<file path="src/rtl/core_pkg.sv">
// ---------------------------------------------------------------------------
// core_pkg
// Shared definitions for the pipelined core's extension unit.
//   ext_mode_t  : operation select for ext_datapath / ext_pipe_unit
//   UPPER_SHIFT : bit position the immediate lands at in UPPER mode
// ---------------------------------------------------------------------------
package core_pkg;

    typedef enum logic [2:0] {
        EXT_ZERO   = 3'd0,  // zero-extended immediate
        EXT_SIGN   = 3'd1,  // sign-extended immediate
        EXT_UPPER  = 3'd2,  // {imm, 16'b0}, sign-extended from bit 31
        EXT_BRANCH = 3'd3,  // sign-extended immediate << BR_SHIFT
        EXT_LB     = 3'd4,  // signed byte load
        EXT_LBU    = 3'd5,  // unsigned byte load
        EXT_LH     = 3'd6,  // signed half load
        EXT_LHU    = 3'd7   // unsigned half load
    } ext_mode_t;

    localparam int UPPER_SHIFT = 16;

endpackage

</file>
<file path="src/rtl/ext_datapath.sv">
// ---------------------------------------------------------------------------
// ext_datapath
// Purely combinational immediate extension and load-lane extraction.
//   ExtMode  : operation select (ext_mode_t encoding)
//   ByteAddr : little-endian byte offset, used by the load modes only
//   ExtIn    : raw immediate (low IMM_W bits) or loaded word
//   Result   : extended value
//   Misalign : half access with ByteAddr[0]=1
// ---------------------------------------------------------------------------
module ext_datapath
    import core_pkg::*;
#(
    parameter  int IMM_W    = 16,
    parameter  int DATA_W   = 32,
    parameter  int BR_SHIFT = 2,
    localparam int LANE_W   = $clog2(DATA_W / 8)
) (
    input  logic [2:0]        ExtMode,
    input  logic [LANE_W-1:0] ByteAddr,
    input  logic [DATA_W-1:0] ExtIn,
    output logic [DATA_W-1:0] Result,
    output logic              Misalign
);

    ext_mode_t          mode;
    logic [IMM_W-1:0]   imm;
    logic [DATA_W-1:0]  immZero;
    logic [DATA_W-1:0]  immSign;
    logic [31:0]        upper32;
    logic [7:0]         byteVal;
    logic [15:0]        halfVal;
    logic               isHalf;

    assign mode    = ext_mode_t'(ExtMode);
    assign imm     = ExtIn[IMM_W-1:0];
    assign immZero = DATA_W'(imm);
    assign immSign = DATA_W'($signed(imm));

    // UPPER always forms a 32-bit value first, then widens from bit 31 so a
    // 64-bit datapath sees the same result as the 32-bit core.
    assign upper32 = 32'(immZero << UPPER_SHIFT);

    // Byte k sits at bits [8k+7:8k]; a half ignores ByteAddr[0], so an odd
    // half address reads the aligned half containing it.
    assign byteVal = ExtIn[{ByteAddr, 3'b000} +: 8];
    assign halfVal = ExtIn[{ByteAddr[LANE_W-1:1], 4'b0000} +: 16];

    assign isHalf   = (mode == EXT_LH) || (mode == EXT_LHU);
    assign Misalign = isHalf && ByteAddr[0];

    // NOTE: Result gets a value on every path through the case, so no latch
    // is inferred even if an encoding is ever left unlisted.
    always_comb begin
        Result = '0;
        case (mode)
            EXT_ZERO:   Result = immZero;
            EXT_SIGN:   Result = immSign;
            EXT_UPPER:  Result = DATA_W'($signed(upper32));
            EXT_BRANCH: Result = immSign << BR_SHIFT;
            EXT_LB:     Result = DATA_W'($signed(byteVal));
            EXT_LBU:    Result = DATA_W'(byteVal);
            EXT_LH:     Result = DATA_W'($signed(halfVal));
            EXT_LHU:    Result = DATA_W'(halfVal);
            default:    Result = '0;
        endcase
    end

endmodule

</file>
<file path="src/rtl/ext_pipe_unit.sv">
// ---------------------------------------------------------------------------
// ext_pipe_unit
// Registered extension stage with a two-entry valid/ready elastic buffer.
//   CLK, Reset         : rising-edge clock, synchronous active-high reset
//   InValid / InReady  : upstream handshake (InReady is a pure register)
//   ExtMode, ByteAddr,
//   ExtIn              : request payload, see ext_datapath
//   OutValid / OutReady: downstream handshake
//   ExtOut, Misalign   : result and misaligned-half flag, travel together
// ---------------------------------------------------------------------------
module ext_pipe_unit
    import core_pkg::*;
#(
    parameter  int IMM_W    = 16,
    parameter  int DATA_W   = 32,
    parameter  int BR_SHIFT = 2,
    localparam int LANE_W   = $clog2(DATA_W / 8)
) (
    input  logic              CLK,
    input  logic              Reset,
    input  logic              InValid,
    output logic              InReady,
    input  logic [2:0]        ExtMode,
    input  logic [LANE_W-1:0] ByteAddr,
    input  logic [DATA_W-1:0] ExtIn,
    output logic              OutValid,
    input  logic              OutReady,
    output logic [DATA_W-1:0] ExtOut,
    output logic              Misalign
);

    logic [DATA_W-1:0] newData;
    logic              newMis;

    logic              mainValid, mainValidNx;
    logic [DATA_W-1:0] mainData,  mainDataNx;
    logic              mainMis,   mainMisNx;
    logic              skidValid, skidValidNx;
    logic [DATA_W-1:0] skidData,  skidDataNx;
    logic              skidMis,   skidMisNx;
    logic              inReadyReg;

    logic              accept;
    logic              drain;

    ext_datapath #(
        .IMM_W    (IMM_W),
        .DATA_W   (DATA_W),
        .BR_SHIFT (BR_SHIFT)
    ) uDatapath (
        .ExtMode  (ExtMode),
        .ByteAddr (ByteAddr),
        .ExtIn    (ExtIn),
        .Result   (newData),
        .Misalign (newMis)
    );

    assign accept = InValid && inReadyReg;
    assign drain  = mainValid && OutReady;

    // The skid entry only fills when main is stalled, and InReady is low
    // whenever it is full, so accept and a full skid never coincide.
    always_comb begin
        mainValidNx = mainValid;
        mainDataNx  = mainData;
        mainMisNx   = mainMis;
        skidValidNx = skidValid;
        skidDataNx  = skidData;
        skidMisNx   = skidMis;

        if (drain) begin
            if (skidValid) begin
                mainDataNx  = skidData;
                mainMisNx   = skidMis;
                skidValidNx = 1'b0;
            end else if (accept) begin
                mainDataNx  = newData;
                mainMisNx   = newMis;
            end else begin
                mainValidNx = 1'b0;
            end
        end else if (accept) begin
            if (!mainValid) begin
                mainValidNx = 1'b1;
                mainDataNx  = newData;
                mainMisNx   = newMis;
            end else begin
                skidValidNx = 1'b1;
                skidDataNx  = newData;
                skidMisNx   = newMis;
            end
        end
    end

    // NOTE: state registers use non-blocking assignments so every flop
    // samples the pre-edge values, independent of statement order.
    always_ff @(posedge CLK) begin
        if (Reset) begin
            // NOTE: the payload registers are reset along with the valid
            // bits so ExtOut/Misalign read zero and no stale data survives.
            mainValid  <= 1'b0;
            mainData   <= '0;
            mainMis    <= 1'b0;
            skidValid  <= 1'b0;
            skidData   <= '0;
            skidMis    <= 1'b0;
            inReadyReg <= 1'b0;
        end else begin
            mainValid  <= mainValidNx;
            mainData   <= mainDataNx;
            mainMis    <= mainMisNx;
            skidValid  <= skidValidNx;
            skidData   <= skidDataNx;
            skidMis    <= skidMisNx;
            // Registered copy of !skidValid: keeps OutReady out of the
            // upstream ready path.
            inReadyReg <= !skidValidNx;
        end
    end

    assign InReady  = inReadyReg;
    assign OutValid = mainValid;
    assign ExtOut   = mainData;
    assign Misalign = mainMis;

endmodule

</file>
<file path="config.mk">
export PLATFORM = sky130hd
export DESIGN_NAME = ext_pipe_unit
export DESIGN_NICKNAME = d
export VERILOG_FILES = /design/src/rtl/core_pkg.sv /design/src/rtl/ext_datapath.sv /design/src/rtl/ext_pipe_unit.sv
export SDC_FILE = /design/constraint.sdc
export NUM_CORES = 1
export LEC_CHECK = 0
export ABC_AREA = 1
export BUFFER_PORTS_ARGS = -buffer_cell sky130_fd_sc_hd__buf_2
export CAP_MARGIN = 40
export CORE_UTILIZATION = 25
export CTS_CLUSTER_SIZE = 12
export DETAILED_ROUTE_END_ITERATION = 7
export PLACE_DENSITY_LB_ADDON = 0.05
export REMOVE_ABC_BUFFERS = 1
export SLEW_MARGIN = 10
export SYNTH_ARGS = -nofsm -noshare
export SYNTH_HDL_FRONTEND = slang
export SYNTH_SLANG_ARGS = --single-unit
export TNS_END_PERCENT = 1
</file>
<file path="constraint.sdc">
create_clock -name CLK -period 1.7 [get_ports CLK]
set_input_delay 0.255 -clock CLK [delete_from_list [all_inputs] [get_ports CLK]]
set_output_delay 0.255 -clock CLK [all_outputs]
set_load 0.02 [all_outputs]
</file>
==> metrics.yaml <==
clock.fmax_ghz: 0.6662
rows: 43
root_buffer: "clkbuf_16"
setup_violations: 0
layout_min_cycle_time_ps: 1501
numCtsBuffers: 9
netlist_area_mm2: 0.003664
endpoint_kind: "flip-flop"
grt_pass1_vias: 3704
clkTransAtPathRegs_ps: 50
finalCritPeriodShare: 0.8830
io_pins: 76
ys_warn_count: 0
htreeDepth: 3
nFillCells: 1565
reg2regPathDepth: 7
gp_congestion: 0.8395
grt_pass1_wl_um: 21420
leakage_nw: 2.289
drc: 0
synth-simple-area-share: 0.2732
drive_gt1_frac: 0.2383
viasPerCell: 4.792
place_hpwl_um: 9553
reg2reg_to: "ExtOut[22]"
final_nets: 659
finalMaxSlewViolations: 0
post_cts_buffers: 0
synthArstFlopShare: 0
synth_mux_area_frac: 0
start_kind: "flip-flop"
rsz0062_at_grt: "no"
synth_edf_count: 0
routedWlPerCell_um: 17.00
status: "finished clean"
max-cap-violations: 0
drtPass1Iterations: 4
r2r_slack_ps: 200
power_density_mw_per_mm2: 969.3
numClockSinks: 69
required_ps: 1930
ys_seq_elements: 69
syn_inst: 540
r2r-start: "OutValid"
synth_cell_types: 31
die_height_um: 123.1
synth_compound_area_frac: 0.2630
tritoncts: "yes"
antenna_left: 0
ir_drop_mv: 0.4064
area_delta_synth_final_pct: 27.63
grt-ovfl-total: 0
syn-mean-instance-area_um2: 6.784
synth_top_family_by_area: "simple AND/OR/NAND/NOR gates"
clock-skew-final_ps: 9.216
hp-class: "input pin to flip-flop"
path_max_fanout: 21
cts_hold_buf: 0
antennaDiodeCount: 0
hold_violations: 0
worstSetupPathType: "flip-flop to flip-flop"
relSlewSlack: 0.5495
grt_use_total: 0.1923
cp.arrival_ps: 1730
clk_path_buf_depth: 2
design.die.area_mm2: 0.01514
grt_max_degree: 39
critPathLaunch: "OutValid"
antenna_found_initial: 0
drtIter0Drc: 195
worst_pin_slew_ps: 673.6
synth_xor_area_frac: 0
ys.flop_type: "dfxtp_1"
total_power_w: 0.004532
endpoint: "ExtOut[22]"
layout_common_cells: "nor2_1 (84), o21ai_0 (84), a21oi_1 (83)"
start_util: 0.2599
die_w_um: 123.1
synthAdderAreaFrac: 0.003415
core_mm2: 0.01410
via_count: 3838
utilization: 0.3317
wl_um: 13610
clk-insertion-delay-late_ps: 340
synth-seq-area-share: 0.3770
port_buffers: 75
cell families after synthesis:
family | after synthesis
adder cells (fa/ha/maj) | 1
AO/OA/AOI/OAI | 183
buffers and inverters | 70
AND/OR/NAND/NOR | 217
flip-flops | 69
worst max-delay path, cell delays in order, from the launching register on:
cell and delay [ps]:
dfxtp_2 350, nand2_1 100, ha_1 210, nor2_1 130, o21ai_2 100, buf_4 230
a21oi_1 190, a21oi_2 70
through the flow:
step                setup TNS [ps]  cells  instance area [um2]  hold slack (ps)  setup slack (ps)
detailed placement               0    786                 4353            459.0             33.99
global route                     0    801                 4676            189.9             63.37
global placement                 0    786                 4353            456.5             75.72
floorplan                   -45100    505                 3492            324.1             -1221
CTS                              0    801                 4667            159.9             88.17
finish                           0    801                 4676            163.9             198.8
report_power, final:
group | internal (W) | leakage (nW) | switching, W
Sequential | 0.00170 | 0.560 | 0.0000399
Clock | 0.00131 | 0.158 | 0.000726
Combinational | 0.000262 | 1.57 | 0.000498
Total | 0.00327 | 2.29 | 0.00126
repair_timing:
item | CTS | global route
endpoints found under the hold margin | 0 | 0
gates resized for setup | 0 | 4
endpoints found under the setup margin | 0 | 13
worst min path at each step:
stage	startpoint	endpoint	slack (ps)	depth (start not counted)
6_report	OutReady	OutValid	160	2
5_1_grt	OutReady	OutValid	190	2
2_1_floorplan	Reset	Misalign	320	1
3_5_place_dp	Misalign	Misalign	460	2
4_1_cts	OutReady	OutValid	160	2
3_3_place_gp	Misalign	Misalign	460	2
synth_stat cells, types with 2 or more instances:
cell	count	area, um2
a21oi_1	83	415.4
a21oi_2	9	78.83
buf_2	5	25.02
buf_6	4	45.04
clkbuf_1	24	90.09
dfxtp_1	69	1381
inv_1	32	120.1
inv_2	2	7.510
nand2_1	76	285.3
nand2_4	2	22.52
nand3_1	30	150.1
nand3_2	8	80.08
nand3_4	2	35.03
nand3b_1	5	37.54
nand4_1	5	31.28
nor2_1	85	319.1
o21ai_0	84	420.4
o21ai_1	2	10.01
sequential cells by signal, indices dropped and copies added (netlist names):
signal     count
OutValid       1
Misalign       1
InReady        1
skidData      32
skidMis        1
ExtOut        32
skidValid      1
routing by layer:
layer,global-route usage,share of wire
met2,0.3076,0.47
met4,0.06476,0.017
met5,0,0
met1,0.2558,0.48
met3,0.04105,0.036
area by class of cell:
type | instances | area (um2) | area share
clock buffer | 10 | 239.0 | 0.05111
clock inverter | 5 | 75.07 | 0.01606
inverter | 35 | 133.9 | 0.02863
multi-input combinational | 401 | 1979 | 0.4233
sequential | 69 | 1383 | 0.2957
tap | 180 | 225.2 | 0.04817
timing repair buffer | 101 | 640.6 | 0.1370
Power figures use the tool's default switching activity.
